[src/rtl/arb_req_agent.sv]
// arb_req_agent: queued-burst requester for one port of a fixed-priority arbiter.
// Optional starvation detector enabled by defining REQ_TIMEOUT_EN.
module arb_req_agent #(
    parameter int AW          = 16,
    parameter int LW          = 4,
    parameter int DEPTH       = 4,
    parameter int TIMEOUT_CYC = 64
) (
    input  logic                     clk,
    input  logic                     rstn,
    input  logic                     cmd_valid,
    output logic                     cmd_ready,
    input  logic [AW-1:0]            cmd_addr,
    input  logic [LW-1:0]            cmd_len,
    output logic                     req,
    input  logic                     gnt,
    output logic                     bus_valid,
    input  logic                     bus_ready,
    output logic [AW-1:0]            bus_addr,
    output logic                     bus_last,
    output logic                     busy,
    output logic [$clog2(DEPTH):0]   fifo_cnt,
    output logic                     starve_err
);
    localparam int PW = $clog2(DEPTH);

    typedef enum logic [1:0] {IDLE, REQ, XFER, REL} state_t;
    state_t state, state_nxt;

    logic [AW-1:0] mem_addr [DEPTH];
    logic [LW-1:0] mem_len  [DEPTH];
    logic [PW-1:0] wr_ptr, rd_ptr;
    logic [AW-1:0] cur_addr;
    logic [LW-1:0] cur_len, beat;
    logic          push, pop, empty, accept, last_acc;

    assign empty     = fifo_cnt == '0;
    assign cmd_ready = fifo_cnt != (PW+1)'(DEPTH);
    assign push      = cmd_valid && cmd_ready;
    assign pop       = (state == IDLE || state == REL) && !empty;
    // the grant cycle in REQ already carries the first beat, hence REQ counts here
    assign req       = state == REQ || state == XFER;
    assign bus_valid = req && gnt;
    assign accept    = bus_valid && bus_ready;
    assign last_acc  = accept && beat == cur_len;
    assign bus_last  = bus_valid && beat == cur_len;
    assign bus_addr  = bus_valid ? cur_addr + AW'(beat) : '0;
    assign busy      = state != IDLE;

    always_comb begin
        state_nxt = state;
        case (state)
            IDLE:      state_nxt = empty ? IDLE : REQ;
            REQ, XFER: state_nxt = last_acc ? REL : gnt ? XFER : state;
            REL:       state_nxt = empty ? IDLE : REQ;
            default:   state_nxt = IDLE;
        endcase
    end

    always_ff @(posedge clk or negedge rstn) begin
        if (!rstn) begin
            state    <= IDLE;
            wr_ptr   <= '0;
            rd_ptr   <= '0;
            fifo_cnt <= '0;
            cur_addr <= '0;
            cur_len  <= '0;
            beat     <= '0;
        end else begin
            state    <= state_nxt;
            fifo_cnt <= fifo_cnt + {{PW{1'b0}}, push} - {{PW{1'b0}}, pop};
            if (push)
                wr_ptr <= wr_ptr + 1'b1;
            if (pop) begin
                rd_ptr   <= rd_ptr + 1'b1;
                cur_addr <= mem_addr[rd_ptr];
                cur_len  <= mem_len[rd_ptr];
            end
            if (last_acc)
                beat <= '0;
            else if (accept)
                beat <= beat + 1'b1;
        end
    end

    always_ff @(posedge clk) begin
        if (push) begin
            mem_addr[wr_ptr] <= cmd_addr;
            mem_len[wr_ptr]  <= cmd_len;
        end
    end

`ifdef REQ_TIMEOUT_EN
    localparam int TW = $clog2(TIMEOUT_CYC + 1);
    logic [TW-1:0] tcnt;
    logic          starving;

    assign starving = req && !gnt;

    always_ff @(posedge clk or negedge rstn) begin
        if (!rstn) begin
            tcnt       <= '0;
            starve_err <= 1'b0;
        end else begin
            tcnt <= !starving ? '0 : tcnt == TW'(TIMEOUT_CYC) ? tcnt : tcnt + 1'b1;
            if (starving && tcnt == TW'(TIMEOUT_CYC - 1))
                starve_err <= 1'b1;
        end
    end
`else
    assign starve_err = 1'b0;
`endif
endmodule

[config.mk]
export PLATFORM = sky130hd
export DESIGN_NAME = arb_req_agent
export DESIGN_NICKNAME = d
export VERILOG_FILES = /design/src/rtl/arb_req_agent.sv
export SDC_FILE = /design/constraint.sdc
export NUM_CORES = 1
export LEC_CHECK = 0
export ABC_AREA = 1
export CAP_MARGIN = 20
export CORE_ASPECT_RATIO = 1.5
export CORE_MARGIN = 1.5
export CORE_UTILIZATION = 28
export DETAILED_ROUTE_END_ITERATION = 8
export HOLD_SLACK_MARGIN = 0.15
export PLACE_DENSITY = 0.54
export SLEW_MARGIN = 20
export SYNTH_ARGS = -nofsm -noshare
export SYNTH_HDL_FRONTEND = slang
export SYNTH_SLANG_ARGS = --single-unit
[constraint.sdc]
create_clock -name clk -period 7.1 [get_ports clk]
set_input_delay 1.42 -clock clk [delete_from_list [all_inputs] [get_ports clk]]
set_output_delay 1.42 -clock clk [all_outputs]
set_load 0.02 [all_outputs]
=== Word-level counts from Yosys, hierarchy flattened ===
Memories as Yosys holds them, arrays and structs flattened. A register that Yosys moved wholly into a read port is not among the register bits.
Index checks and enable logic that the tools add are counted.

* Add/sub/neg operators: 6
* Eq/ne operators: 6
* Mux-type cells: 9
* Reductions and logical operators: 17

{| class="wikitable"
|+ Operators with widths
! cell !! number
|-
| $add 16x4->16 || 1
|-
| $mux 16 || 1
|-
| $mux 4 || 2
|-
| $logic_and 1x1->1 || 6
|-
| $ne 3x3->1 const B || 2
|-
| $add 2x1->2 const B || 2
|-
| $add 4x1->4 const B || 1
|-
| $eq 2x2->1 const B || 2
|-
| $eq 4x4->1 || 1
|-
| $mux 2 || 2
|-
| $pmux 2 s2 || 1
|-
| $reduce_bool 2->1 || 2
|-
| $reduce_or 2->1 || 2
|-
| $add 3x1->3 || 1
|-
| $logic_not 1->1 || 3
|-
| $logic_not 3->1 || 1
|-
| $mux 1 || 3
|-
| $sub 3x1->3 || 1
|-
| $eq 2x1->1 const B || 1
|-
| $logic_not 2->1 || 1
|-
| $logic_or 1x1->1 || 2
|}

* Register bits after elaboration: 13
* Bits in writable memories: 80
* Input port bits: 25
* Output and inout port bits: 25
* Logic and storage cells: 45
* Memories: 2

{| class="wikitable"
|+ Memories
! name !! words !! bits a word !! rd ports !! clocked after memory_dff !! write ports !! RTL line !! RTL
|-
| mem_addr || 4 || 16 || 1 || 1 || 1 || 30 || <nowiki>logic [AW-1:0] mem_addr [DEPTH];</nowiki>
|-
| mem_len || 4 || 4 || 1 || 1 || 1 || 31 || <nowiki>logic [LW-1:0] mem_len [DEPTH];</nowiki>
|}

=== Longest topological paths before layout ===
* Word-level depth: 7
* Mapped depth: 11
* Mapped depth without buffers: 10

=== Worst setup path after synthesis ===
Ideal clock, no wire load.

* Path type: in2out
* Start point: input port gnt
* End point: output port bus_addr[2]
* Arrival time: 2.210 ns
* Data required time: 5.680 ns
* Setup slack: 3.470 ns
* Stages: 5
* Buffers on the path: 1
* Cells stage by stage: nand2_2 buf_4 inv_4 o21ai_1 a21oi_1

* Cells in the longest elaborated chain, start to end: 2

{| class="wikitable"
|+ Ends and longest elaborated chain
! item !! RTL line !! RTL
|-
| start, declared || 16 || <nowiki>input logic gnt,</nowiki>
|-
| $logic_and 1x1->1 || 43 || <nowiki>assign bus_valid = req && gnt;</nowiki>
|-
| named net bus_valid || 17 || <nowiki>output logic bus_valid,</nowiki>
|-
| $mux 16 || 47 || <nowiki>assign bus_addr = bus_valid ? cur_addr + AW'(beat) : '0;</nowiki>
|-
| end, declared || 19 || <nowiki>output logic [AW-1:0] bus_addr,</nowiki>
|}

The timed path passes the listed nets, and every way through them passes these cells.

=== Worst setup path after layout ===
* Start point: input port gnt
* End point: output port bus_addr[2]

* Cells in the longest elaborated chain, start to end: 2

{| class="wikitable"
|+ Ends and longest elaborated chain
! item !! RTL line
|-
| $logic_and 1x1->1 || 43
|-
| $mux 16 || 47
|}

Every way passes these cells.

==> run summary <==
========================================================================================
Insertion delay to the later sink of the worst-skew pair ..................      0.40 ns
Multiplexer share of the synthesized area .................................            0
Yosys warnings ............................................................            0
CTS clk-pin slew, worst paths .............................................      0.05 ns
Flops & latches, synth ....................................................          113
Worst-path cell with the longest stage delay .............................. clkdlybuf4s50_1
RSZ-0062 raised after global routing ......................................        false
Total half-perimeter wirelength after legalization and detailed placement .      7.72 mm
All-layer global routing usage ............................................        0.125
Area taken by flip-flops and latches ...................................... 0.00323 sq mm
Number of fill cells in the layout ........................................         1762
Synth Area in Compound Gates ..............................................       0.0939
Number of buffer cells added on primary ports .............................           48
Multi-input logic area .................................................... 0.00161 sq mm
Clock tree root buffer cell ...............................................    clkbuf_16
Drc violations ............................................................            0
Overall routed net length .................................................      11.4 mm
Cells traversed along the worst timing path ............................... clkdlybuf4s50_1, nand2_2, inv_4, o21ai_1, a21oi_1, clkdlybuf4s50_1
Simple-Gate Fraction of Synth Area ........................................        0.162
Dominant combinational cell family by area after synthesis ................ simple AND/OR/NAND/NOR gates
Status .................................................................... finished, final reports clean
Post-layout minimum cycle time ............................................      4.59 ns
Count of endpoints failing setup in the final report ......................            0
Largest cells by area after synthesis ..................................... edfxtp_1, dfrtp_1, nor2_1, o21ai_0, nand2_1
Number of iterations in the first detailed-routing pass ...................            4
Post-Synthesis Cells ......................................................          482
Number of vias after detailed routing .....................................         3565
Hold buffer count at CTS ..................................................            0
# Post-CTS Setup Buffers ..................................................            0
Top delay family on crit path ............................................. buffers and inverters
Worst Max-Slew Pin Slew ...................................................     0.894 ns
Most repeated library cell on the critical path ........................... clkdlybuf4s50_1
Upper clock frequency limit ...............................................      218 MHz
Fraction of the mapped netlist area in adder cells ........................       0.0373
Minimum setup slack in the final design ...................................      2.51 ns
Worst clock skew on the final layout ......................................    0.0103 ns
Full die area ............................................................. 0.0191 sq mm
Pre-CTS WS ................................................................      2.46 ns
Vias in the first global route ............................................         3637
First-pass GRT wire length ................................................      18.4 mm
Critical path's largest stage delay .......................................      0.61 ns
Clock tree from TritonCTS .................................................         done
Via-to-Cell Ratio .........................................................         4.65
Final worst path period share .............................................        0.647
Die span in x .............................................................  113 microns
Number of antenna-violating nets in the routed design .....................            0
Top cell type's share of synthesized area .................................        0.471
Unique masters post-synth .................................................           33
Cell Rows .................................................................           60
Effective utilization at floorplan ........................................        0.286
Worst hold slack ..........................................................     0.489 ns
H-tree Lvls ...............................................................            4
Sequential share of the synthesized area ..................................        0.633
Synthesized Nets ..........................................................          521
Kind of start point of the critical path .................................. primary input
Mean Syn Cell Area ........................................................   10.6 sq um
CTS sink cnt ..............................................................          113
Critical Path Sink Type ...................................................  output port
Arrival time of data at the critical path endpoint ........................      3.17 ns
Class of the most critical hold timing path ...............................      reg2reg
Layout cells sized above 1 ................................................        0.102
Largest net degree at the start of global routing .........................           45
Worst Path Class, Setup ...................................................       in2out
I/O pin total .............................................................           50
Growth of design area from synthesis to finish ............................        27.1%
TritonCTS buffer count ....................................................           17
Final number of hold-violating endpoints ..................................            0
CTS-repair resized insts ..................................................            0
Placeable core region ..................................................... 0.0179 sq mm
Worst-path maximum fanout .................................................           11
TNS Setup .................................................................         0 ns
Die height ................................................................  168 microns
Fin. max-slew vios ........................................................            0
1st-iter DRT viols ........................................................          188
Number of maximum-capacitance constraint violations .......................            0
Number of antenna diodes ..................................................            0
Maximum VDD drop ..........................................................   0.000180 V
Total leakage power .......................................................      2.50 nW
Post-layout net count .....................................................          576
Weighted congestion reported at the end of routability-driven placement ...        0.831
Average wire per standard cell ............................................ 14.8 microns
Most area-hungry cell type in the Yosys netlist ...........................     edfxtp_1
Remaining global-route overflow ...........................................            0
Slew HR ...................................................................        0.404
Required time at the endpoint of the critical path ........................      5.68 ns
Synth Cell Area ........................................................... 0.00510 sq mm
Post-synthesis share of cell area spent on xor and xnor gates .............       0.0223
Critical path buffer and inverter count ...................................            3
Power per cell area .......................................................  504 mW/mm^2
Antenna violations before repair ..........................................            0
Maximum clock insertion buffer count ......................................            2
========================================================================================
==> logic make-up (layout without fill, tap and decap cells) <==
logic type	count (synthesis)	after routing
other	1	1
AND/OR/NAND/NOR	192	192
XOR/XNOR	13	13
adder cells (fa/ha/maj)	14	14
buffers and inverters	61	129
flip-flops	113	113
AO/OA/AOI/OAI	88	88
==> synth_stat cells <==
library cell  instances
edfxtp_1             80
dfrtp_1              33
nand3_1              18
ha_1                 12
nand4_1               2
nand4_2               1
inv_2                 2
o21ai_0              48
buf_4                 4
buf_2                12
nor2_4                2
conb_1                1
nand3_2               1
a21oi_4               1
fa_1                  2
clkbuf_2              1
inv_1                39
nor3b_2               1
o21ai_1               8
clkbuf_1              2
nand2_2               5
nor3_2                1
o22ai_1              11
or2_1                 1
xor2_1               10
a21oi_1               9
nor3_1                1
nor2_2                6
nand2_1              55
nor2_1               98
inv_4                 1
a31oi_1              11
xnor2_1               3
==> flip-flops by register name, summed over array words and instances, names as in the netlist <==
register  flops
mem_addr     64
fifo_cnt      3
mem_len      16
cur_len       4
state         2
beat          4
rd_ptr        2
wr_ptr        2
cur_addr     16
==> routing by layer <==
layer	vias up	track usage	wire length [microns]
met3	17	0.0324	403
met1	1739	0.132	4570
li1	1747	-	-
met5	-	0	0
met2	62	0.232	6220
met4	0	0.0516	195
==> per-stage QoR <==
| step | power, mW | util | instance area (sq um) | std cells |
|---|---|---|---|---|
| 3_5_place_dp | 2.32 | 0.324 | 5800 | 734 |
| 4_1_cts | 3.27 | 0.361 | 6460 | 766 |
| 3_3_place_gp | 2.30 | 0.324 | 5800 | 734 |
| 6_report | 3.27 | 0.363 | 6480 | 767 |
| 2_1_floorplan | 1.92 | - | 5100 | 482 |
| 5_1_grt | 3.50 | 0.363 | 6480 | 767 |
==> report_power, final <==
part	total [mW]	internal [mW]	switching, mW
clock network	0.939	0.665	0.275
registers	1.05	0.917	0.133
logic	1.28	0.478	0.800
total	3.27	2.06	1.21
==> placed cells by master (no fill, tap or decap), types with 2 or more instances in the layout <==
cell type	count
inv_2	2
nor2_2	6
nor2_1	98
inv_1	39
a31oi_1	11
buf_4	6
fa_1	2
xnor2_1	3
edfxtp_1	80
nand4_1	2
xor2_1	10
o22ai_1	11
clkbuf_16	17
dfrtp_1	33
nand3_1	18
clkinv_2	2
clkbuf_1	3
a21oi_1	9
clkdlybuf4s50_1	48
nand2_1	55
bufinv_16	6
nand2_2	5
o21ai_0	48
o21ai_1	8
nor2_4	2
ha_1	12
==> tightest hold or removal path: cells and delay by family, from the launching register on <==
| family | cells | cell delay (ns) |
|---|---|---|
| flops | 1 | 0.35 |
| simple gates | 2 | 0.11 |
==> final timing paths <==
path | from | to | slack (ns) | cells past startpoint
setup / recovery | gnt | bus_addr[2] | 2.51 | 6
hold / removal | state[1] | state[1] | 0.49 | 2
setup reg to reg | state[0] | fifo_cnt[2] | 4.47 | 10
hold reg to reg | state[1] | state[1] | 0.49 | 2
max in group asynchronous | rstn | beat[3] | 5.35 | 2
min in group asynchronous | rstn | wr_ptr[0] | 1.42 | 2
==> cell type report <==
| cell class | count | share of cell area |
|---|---|---|
| repair buffers | 55 | 0.0853 |
| clock inverters | 11 | 0.0324 |
| flip-flops and latches | 113 | 0.498 |
| inverters | 42 | 0.0247 |
| clock buffers | 21 | 0.0695 |
| multi-input cells | 308 | 0.249 |
| well taps | 217 | 0.0419 |
(Power assumes the default switching activity.)
==> edit (same flow settings) <==
Re-encode `state_t` (4 states) as Gray code, 2 bits wide.
--- a/src/rtl/arb_req_agent.sv
+++ b/src/rtl/arb_req_agent.sv
@@ -24,7 +24,7 @@
 );
     localparam int PW = $clog2(DEPTH);
 
-    typedef enum logic [1:0] {IDLE, REQ, XFER, REL} state_t;
+    typedef enum logic [1:0] {IDLE = 2'b00, REQ = 2'b01, XFER = 2'b11, REL = 2'b10} state_t;
     state_t state, state_nxt;
 
     logic [AW-1:0] mem_addr [DEPTH];
Formal check against the unedited RTL: same outputs for any inputs over 10 cycles, from zero or initial values and one cycle with rstn low; not proved beyond that.
==> edit against the unedited design <==
Design area is 2.6% lower. Worst setup slack lost 93 ps. Wire length decreased by 2.4%. Hold slack improved by 63 ps. Area after synthesis decreased by 0.71%. Count of clock-buffer cells in the layout fell by 4. Sequential cell count unchanged. Via count is 0.98% lower. Register-to-register slack improved by 430 ps. Total power fell by 13%. Critical endpoint unchanged. Largest power group is now registers.
==> edit: results (changes against the unedited design) <==
* Status: finished, final reports clean
* Worst vdd ir at 0.180 mV (+0.14%)
* List of most frequent post-synthesis cells: 108 x nor2_1, 80 x edfxtp_1, 57 x nand2_1
* GRT Total Usage at 12.3% (-0.21 points)
* Post-Syn Nets at 522 (+0.19%)
* Main synth FF type: edfxtp_1
* Internal at 1.74 mW (-16%)
* CTS Buf Count at 17 (unchanged)
* WHS Path Cells at 2 (unchanged)
* LEAKAGE at 2.42 nW (-3.2%)
* Combinational power at 1.03 mW (-20%)
* DP HPWL at 7380 microns (-4.3%)
* Worst-Margin Slew at 875 ps (-18.9 ps)
* Register area share after synthesis at 63.7% (+0.45 points)
* Clock transition at path regs at 50 ps (about the same)
* Placed cells at 736 (+0.27%)
* Mean Syn Cell Area at 10.5 sq um (-1.1%)
* CP Max Fanout at 12 (+1)
* Fraction of layout cells with a size suffix above 1 at 9.07% (-1.1 points)
* Final setup skew at 6.81 ps (-3.44 ps)
* Htree depth at 4 (unchanged)
* Critical Path Start: gnt
* Fraction of registers with async set/reset at 29.2% (unchanged)
* IO Port Bufs at 48 (unchanged)
* Initial antenna violation count at 0 (unchanged)
* Pin count of the biggest net entering global routing at 44 (-2.2%)
* CP endpoint: bus_addr[2]
* Reg-to-Reg Start: rd_ptr[1]$_DFFE_PN0P_
* R2r endpoint: cur_addr[5]$_DFFE_PN0P_
* Hold path start: state[1]$_DFFE_PN0P_
* First-pass DRT Iterations at 4 (unchanged)
* Hold Path Class: flop to flop
* Via Count at 3,530 (-0.98%)
* DRT iter0 DRCs at 201 (+6.9%)
* Synth Warn # at 0 (unchanged)
* Clk pwr share at 27.2% (-1.5 points)
* Filler instances at 1,764 (+0.11%)
* Netlist cell types at 34 (+3.0%)
* Placer congestion estimate at 0.849 (+2.2%)
* First-pass GRT wire length at 17,700 microns (-4.0%)
* Reg2reg path depth at 5 (-5)
* # hold bufs at CTS at 0 (unchanged)
* CTS resizes at 0 (unchanged)
* Vias per cell at 4.60 (-1.1%)
* Data arrival, critical path at 3260 ps (+90 ps)
* Worst reg2reg setup slack at 4900 ps (+430 ps)
* Synth area leaders: edfxtp_1 47%, dfrtp_1 16%, nor2_1 8.0%, o21ai_0 5.2%, nand2_1 4.2%
* Wirelength per Cell at 14.5 microns (-2.6%)
-- edit: cell count changes in the layout (fill, tap and decap cells not counted), moves of 3 or more --
cell | unedited run | this run
o21ai_0 | 48 | 53
inv_6 | 0 | 4
bufinv_16 | 6 | 0
o21ai_1 | 8 | 3
clkinv_4 | 1 | 4
clkbuf_1 | 3 | 0
clkinvlp_4 | 1 | 4
nor2_1 | 98 | 108
-- edit: area by class of cell --
type	instances	area, sq um	share of cell area, %
Sequential cell	113	3230	51.1
Multi-Input combinational cell	312	1580	25.0
Timing Repair Buffer	55	533	8.44
Clock buffer	17	425	6.74
Tap cell	217	272	4.30
Inverter	39	146	2.32
Clock inverter	15	128	2.02
-- edit: layer usage --
layer,vias up,share of wire (%),track usage (%)
met4,0,1.9,5.39
li1,1748,-,-
met3,17,3.2,3.40
met5,-,0,0
met1,1694,40,12.7
met2,71,55,22.8
-- edit: cell families (layout without fill, tap and decap cells) --
group	after synthesis	in the layout	synth area share [%]
AND/OR/NAND/NOR	201	201	16.7
buffers and inverters	59	126	5.06
other	1	1	0.0740
AO/OA/AOI/OAI	85	85	8.89
adder cells (fa/ha/maj)	13	13	3.51
XOR/XNOR	12	12	2.07
flip-flops	113	113	63.7
-- edit: critical path: stages --
cell and delay (ps):
clkdlybuf4s50_1 510, nand2_4 130, inv_1 310, o21ai_0 140
a21oi_1 130, clkdlybuf4s50_1 620
-- edit: metrics by stage --
step	instance area, sq um	hold slack [ps]	util (%)	total power, mW	setup slack (ps)
after floorplan	5070	505	-	1.73	3540
final	6310	552	35.3	2.83	2420
after global placement	5760	527	32.2	2.07	2390
after global routing	6310	575	35.3	3.03	2290
after detailed placement	5760	541	32.2	2.09	2380
after CTS	6310	550	35.3	2.86	2380
